**src/rtl/imm_gen_pipe_pkg.sv**
```systemverilog
// Shared encodings for the registered immediate generator: extension modes,
// field widths, FSM states and the default prefix opcode.
package imm_gen_pipe_pkg;

  typedef enum logic [2:0] {
    IMM_Z5   = 3'd0,
    IMM_Z8   = 3'd1,
    IMM_S5   = 3'd2,
    IMM_S5B  = 3'd3,
    IMM_S8   = 3'd4,
    IMM_S8B  = 3'd5,
    IMM_S11  = 3'd6,
    IMM_S11B = 3'd7
  } imm_mode_e;

  localparam int FW5  = 5;
  localparam int FW8  = 8;
  localparam int FW11 = 11;

  localparam logic [4:0] PREFIX_OP_DEF = 5'b00001;

  typedef enum logic {
    ST_IDLE = 1'b0,
    ST_PEND = 1'b1
  } imm_state_e;

  function automatic logic mode_is_signed(input logic [2:0] sel);
    return (sel >= 3'd2);
  endfunction

endpackage

```
**src/rtl/imm_gen_pipe_if.sv**
```systemverilog
// Decode-side bus of the immediate generator: instruction in, stall/flush
// control, extended immediate and status out.
interface imm_gen_pipe_if #(parameter int DW = 16);
  logic          in_valid;
  logic [15:0]   in_instr;
  logic [2:0]    in_sel;
  logic          stall;
  logic          flush;
  logic          out_valid;
  logic [DW-1:0] out_imm;
  logic          out_pfx;
  logic          err;

  modport master (
    output in_valid, in_instr, in_sel, stall, flush,
    input  out_valid, out_imm, out_pfx, err
  );

  modport slave (
    input  in_valid, in_instr, in_sel, stall, flush,
    output out_valid, out_imm, out_pfx, err
  );
endinterface

```
**src/rtl/imm_gen_pipe_field_ext.sv**
```systemverilog
// Combinational field extraction and extension, optionally stacking an
// 11-bit prefix payload above the selected field.
module imm_field_ext
  import imm_gen_pipe_pkg::*;
#(
  parameter int DW = 16
) (
  input  logic [10:0]   instr_field,
  input  logic [2:0]    sel,
  input  logic [10:0]   payload,
  input  logic          pfx,
  output logic [DW-1:0] result
);

  logic          sgn;
  logic [DW-1:0] f5_ext, f8_ext, f11_ext;
  logic [DW-1:0] f5_zero, f8_zero, f11_zero;
  logic [DW-1:0] pay_ext;
  logic [DW-1:0] p5, p8, p11;

  always_comb begin
    sgn      = mode_is_signed(sel);
    f5_ext   = {{(DW-FW5){sgn & instr_field[4]}}, instr_field[4:0]};
    f8_ext   = {{(DW-FW8){sgn & instr_field[7]}}, instr_field[7:0]};
    f11_ext  = {{(DW-FW11){sgn & instr_field[10]}}, instr_field};
    f5_zero  = {{(DW-FW5){1'b0}}, instr_field[4:0]};
    f8_zero  = {{(DW-FW8){1'b0}}, instr_field[7:0]};
    f11_zero = {{(DW-FW11){1'b0}}, instr_field};
    pay_ext  = {{(DW-FW11){sgn & payload[10]}}, payload};
    // Shifting within DW bits drops payload MSBs for the wider fields.
    p5       = (pay_ext << FW5)  | f5_zero;
    p8       = (pay_ext << FW8)  | f8_zero;
    p11      = (pay_ext << FW11) | f11_zero;

    result = '0;
    case (imm_mode_e'(sel))
      IMM_Z5, IMM_S5, IMM_S5B: result = pfx ? p5 : f5_ext;
      IMM_Z8, IMM_S8, IMM_S8B: result = pfx ? p8 : f8_ext;
      default:                 result = pfx ? p11 : f11_ext;
    endcase
  end

endmodule

```
**src/rtl/imm_gen_pipe.sv**
```systemverilog
// Registered immediate generator with prefix instruction, stall and flush.
// Build option IMM_ERR_STICKY_EN: err latches on first double prefix until rst.
//
// state | meaning
// IDLE  | no prefix pending; next operand is extended on its own
// PEND  | prefix payload held; next non-prefix operand consumes it
module imm_gen_pipe
  import imm_gen_pipe_pkg::*;
#(
  parameter int         DW        = 16,
  parameter logic [4:0] PREFIX_OP = PREFIX_OP_DEF
) (
  input logic           clk,
  input logic           rst,
  imm_gen_pipe_if.slave bus
);

  imm_state_e    state;
  logic [10:0]   payload;
  logic          out_valid_q;
  logic [DW-1:0] out_imm_q;
  logic          out_pfx_q;
  logic          err_q;
  logic          is_prefix;
  logic [DW-1:0] ext_result;

  assign is_prefix = bus.in_valid && (bus.in_instr[15:11] == PREFIX_OP);

  imm_field_ext #(.DW(DW)) u_ext (
    .instr_field (bus.in_instr[10:0]),
    .sel         (bus.in_sel),
    .payload     (payload),
    .pfx         (state == ST_PEND),
    .result      (ext_result)
  );

  always_ff @(posedge clk) begin
    if (rst) begin
      state       <= ST_IDLE;
      payload     <= '0;
      out_valid_q <= 1'b0;
      out_imm_q   <= '0;
      out_pfx_q   <= 1'b0;
      err_q       <= 1'b0;
    end else if (!bus.stall) begin
`ifdef IMM_ERR_STICKY_EN
`else
      err_q <= 1'b0;
`endif
      if (bus.flush) begin
        state       <= ST_IDLE;
        payload     <= '0;
        out_valid_q <= 1'b0;
        out_pfx_q   <= 1'b0;
      end else if (bus.in_valid) begin
        if (is_prefix) begin
          if (state == ST_PEND) err_q <= 1'b1;
          state       <= ST_PEND;
          payload     <= bus.in_instr[10:0];
          out_valid_q <= 1'b0;
        end else begin
          state       <= ST_IDLE;
          payload     <= '0;
          out_valid_q <= 1'b1;
          out_imm_q   <= ext_result;
          out_pfx_q   <= (state == ST_PEND);
        end
      end else begin
        out_valid_q <= 1'b0;
      end
    end
  end

  assign bus.out_valid = out_valid_q;
  assign bus.out_imm   = out_imm_q;
  assign bus.out_pfx   = out_pfx_q;
  assign bus.err       = err_q;

endmodule

```
**src/flat_wrapper.sv**
```systemverilog
// flat-port wrapper written by rule: the top's interface ports become plain ports
module imm_gen_pipe_flat import imm_gen_pipe_pkg::*;
#(
  parameter int         DW        = 16,
  parameter logic [4:0] PREFIX_OP = PREFIX_OP_DEF
)
  (clk, rst, bus_in_valid, bus_in_instr, bus_in_sel, bus_stall, bus_flush, bus_out_valid, bus_out_imm, bus_out_pfx, bus_err);
  imm_gen_pipe_if #(.DW(DW)) bus_i ();
  input logic clk;
  input logic rst;
  input wire logic [$bits(bus_i.in_valid)-1:0] bus_in_valid;
  input wire logic [$bits(bus_i.in_instr)-1:0] bus_in_instr;
  input wire logic [$bits(bus_i.in_sel)-1:0] bus_in_sel;
  input wire logic [$bits(bus_i.stall)-1:0] bus_stall;
  input wire logic [$bits(bus_i.flush)-1:0] bus_flush;
  output wire logic [$bits(bus_i.out_valid)-1:0] bus_out_valid;
  output wire logic [$bits(bus_i.out_imm)-1:0] bus_out_imm;
  output wire logic [$bits(bus_i.out_pfx)-1:0] bus_out_pfx;
  output wire logic [$bits(bus_i.err)-1:0] bus_err;
  assign bus_i.in_valid = bus_in_valid;
  assign bus_i.in_instr = bus_in_instr;
  assign bus_i.in_sel = bus_in_sel;
  assign bus_i.stall = bus_stall;
  assign bus_i.flush = bus_flush;
  assign bus_out_valid = bus_i.out_valid;
  assign bus_out_imm = bus_i.out_imm;
  assign bus_out_pfx = bus_i.out_pfx;
  assign bus_err = bus_i.err;
  imm_gen_pipe #(.DW(DW), .PREFIX_OP(PREFIX_OP)) u_core (.clk(clk), .rst(rst), .bus(bus_i));
endmodule
```
**config.mk**
```make
export PLATFORM = sky130hd
export DESIGN_NAME = imm_gen_pipe_flat
export DESIGN_NICKNAME = d
export VERILOG_FILES = /design/src/rtl/imm_gen_pipe_pkg.sv /design/src/rtl/imm_gen_pipe_if.sv /design/src/rtl/imm_gen_pipe_field_ext.sv /design/src/rtl/imm_gen_pipe.sv /design/src/flat_wrapper.sv
export SDC_FILE = /design/constraint.sdc
export NUM_CORES = 1
export LEC_CHECK = 0
export ABC_CLOCK_PERIOD_IN_PS = 1600
export BUFFER_PORTS_ARGS = -buffer_cell sky130_fd_sc_hd__buf_4
export CAP_MARGIN = 40
export CORE_MARGIN = 2
export CORE_UTILIZATION = 52
export CTS_CLUSTER_DIAMETER = 80
export DETAILED_ROUTE_END_ITERATION = 8
export GPL_TIMING_DRIVEN = 0
export PLACE_DENSITY_LB_ADDON = 0.05
export RECOVER_POWER = 25
export SLEW_MARGIN = 10
export SYNTH_ARGS = -nofsm -noshare
export SYNTH_HDL_FRONTEND = slang
export SYNTH_HIERARCHICAL = 1
export SYNTH_SLANG_ARGS = --single-unit
```
**constraint.sdc**
```tcl
create_clock -name clk -period 1.6 [get_ports clk]
set_input_delay 0.16 -clock clk [delete_from_list [all_inputs] [get_ports clk]]
set_output_delay 0.16 -clock clk [all_outputs]
set_load 0.05 [all_outputs]
```
==> impl_results.md <==
- EDFF count, synth: 0
- Post-route insts no fill: between 200 and 300
- Largest family of logic cells by synthesized area: simple AND/OR/NAND/NOR gates
- Setup_tns: 0 ps
- Initial drt markers: about 110
- Pre-Repair DR Iteration Count: 4
- Final Skew: roughly 9.4 ps
- RSZ-0062 raised after global routing: no
- DP Wirelength: 3090 um
- Final Core Density: 0.685
- Worst-Margin Slew: 602 ps
- Number of global-route vias before repair: about 1400
- WHS: between 40 and 50 ps
- Synth Warn #: 6
- Max stage delay on crit path: just over 400 ps
- Share of cells above drive strength 1: 0.240
- Syn-to-layout area delta: 23.9%
- Post-layout minimum cycle time: between 1500 and 2000 ps
- DR DRC count: 0
- CTS tree: built
- Post-synthesis sequential area ratio: 0.362
- Routed Antenna Nets: 0
- Largest net degree at the start of global routing: 12
- WP data required: approximately 1800 ps
- Hold_buf cts: 0
- Post-synthesis instance total: between 150 and 200
- Antenna violations before repair: 0
- Post-synthesis compound-gate area fraction: 0.230
- Avg Inst Size Synth: just over 9 um^2
- Max-Cap Viols: 0
- Pwr/cell area: between 700 and 800 nW/um^2
- First-pass GRT wire length: approximately 6600 um
- Post-CTS sizing: 0
- Post-Syn Area: 1720 um^2
- Total gr overflow: 0
- Crit path max-delay cell type: dfxtp_2
- # port buffers: slightly above 40
- Crit Path Max Fanout: 8
- Fin crit share: 0.953
- Rel. slew slack: 0.600
- Gr usage total: 0.239
- Initial Util: 0.553
- Crit-path cells: and4bb_4, a311oi_1, o221ai_1, nand2b_1, mux2i_1
- Most frequent cells in the layout: 37 x buf_4, 34 x nand2b_1, 30 x dfxtp_1
- Synth cell types: 42
- Total power: about 1.7 mW
- Die Ht: slightly above 60 um
- Xor/xnor cell area share of the yosys netlist: 0
- Post-synthesis mux area share: 0.0934
- FF+latch count, synth: 31
- Final setup viols: 0
- Ys flop type: dfxtp_1
- Commonest non-fill, non-tap cell in the layout: buf_4
- Bufs on Longest Clock Path: 2
- Vias: 1517
- Worst Path Buf+Inv: 0
- WL final: 4110 um
- Syn Nets: around 210
- Status: complete, no violations
- Die ar.: around 3800 um^2
- Data arrival, critical path: approximately 1800 ps
- Crit end category: flip-flop
- Clk sinks: 31
- Post-Place Cells: 270
- Ant diodes: 0
- H-tree level count: 2
- Rows: 20
- Final layout net count: approximately 260
- Area of the core: 3100 um^2
- Fmax: 0.656 GHz
- Max-slew violations: 0
- VDD IR max: about 0.00059 V
- Die X: approximately 61 um
- Clk_lat worst skew: 330 ps
- DR vias/cell: 5.48
- Setup CP Type: flip-flop to flip-flop
- DR WL/cell: roughly 15 um
- Leakage power: 0.806 nW
- Worst-path clk slew: between 100 and 150 ps
- Synth Area in Adders: 0
- Clock root buffer: clkbuf_4
- Ys async rst share: 0
- Largest delay share family, worst path: compound AO/OA/AOI/OAI gates
- Hold Path Class: primary input to flip-flop
- Buffer count from post-CTS setup fixing: 0
- Routability congestion estimate: 0.894
- Top Ports: 43
- Simple-gate share of the synthesized area: 0.244
- Total CTS buffers: 5
- CP Launch Type: flip-flop
- Final Hold Viols: 0
-- where the power goes --
group          internal (mW)  total, mW  leakage [nW]  switching, mW
combinational          0.121      0.286         0.510          0.164
sequential             0.786      0.793         0.251        0.00745
clock                  0.329      0.616        0.0452          0.287
total                   1.24       1.69         0.806          0.459
-- synthesized netlist by cell type, types with 2 or more instances --
cell       instances  area (um^2)
a21o_1             6         45.0
a21oi_1            2         10.0
a22o_1            11         96.3
a311oi_1           2         17.5
clkbuf_1          11         41.3
dfxtp_1           31          621
inv_1             11         41.3
mux2i_1           16          160
nand2_1           11         41.3
nand2b_1          34          213
nor2_1             2         7.51
nor2b_1            4         25.0
o2111ai_1          6         52.6
o211ai_1           7         52.6
o221ai_1           2         17.5
o2bb2ai_1          3         26.3
-- layout make-up --
class                      count  area [um^2]
multi-input combinational    128          957
clock inverter                 3         43.8
inverter                      11         41.3
sequential                    31          622
tap                           44         55.1
timing repair buffer          41          293
buffer                        14         76.3
clock buffer                   5         37.5
fill                         285          977
-- kinds of logic after synthesis --
logic type	Yosys count
simple gates	65
mux	16
compound gates	47
buf+inv	26
flops	31
-- final timing paths --
| check | end | start | slack (ps) | cells past startpoint |
|---|---|---|---|---|
| min reg2reg | u_core/bus.out_valid$_SDFFE_PP0N_ | u_core/bus.out_valid$_SDFFE_PP0N_ | 470 | 2 |
| max reg2reg | u_core/bus.out_imm[9]$_SDFFE_PP0P_ | u_core/state$_SDFFE_PP0P_ | 80 | 5 |
| min | u_core/payload[2]$_SDFFE_PP0P_ | bus_in_instr[2] | 50 | 2 |
| max | u_core/bus.out_imm[9]$_SDFFE_PP0P_ | u_core/state$_SDFFE_PP0P_ | 80 | 5 |
-- stage by stage --
step                      setup slack (ps)  area, um^2
after floorplan                        350        1720
after global placement                 104        2080
after detailed placement              37.6        2080
after CTS                             28.7        2160
after global routing                  2.92        2130
final                                 75.8        2130
-- state kept, by name, summed over array words and instances (netlist names) --
| signal | count |
|---|---|
| u_core/bus.out_valid | 1 |
| u_core/payload | 11 |
| u_core/bus.out_pfx | 1 |
| u_core/state | 1 |
| u_core/bus.out_imm | 16 |
| u_core/bus.err | 1 |
-- per-layer routing --
layer	global-route usage	part of all wire	vias up
met3	0.0588	0.053	2
met1	0.318	0.46	716
met2	0.386	0.48	45
met4	0.0729	0.0051	0
li1	-	-	754
met5	0	0	-
Note: power is estimated with default switching activity, not from simulation.
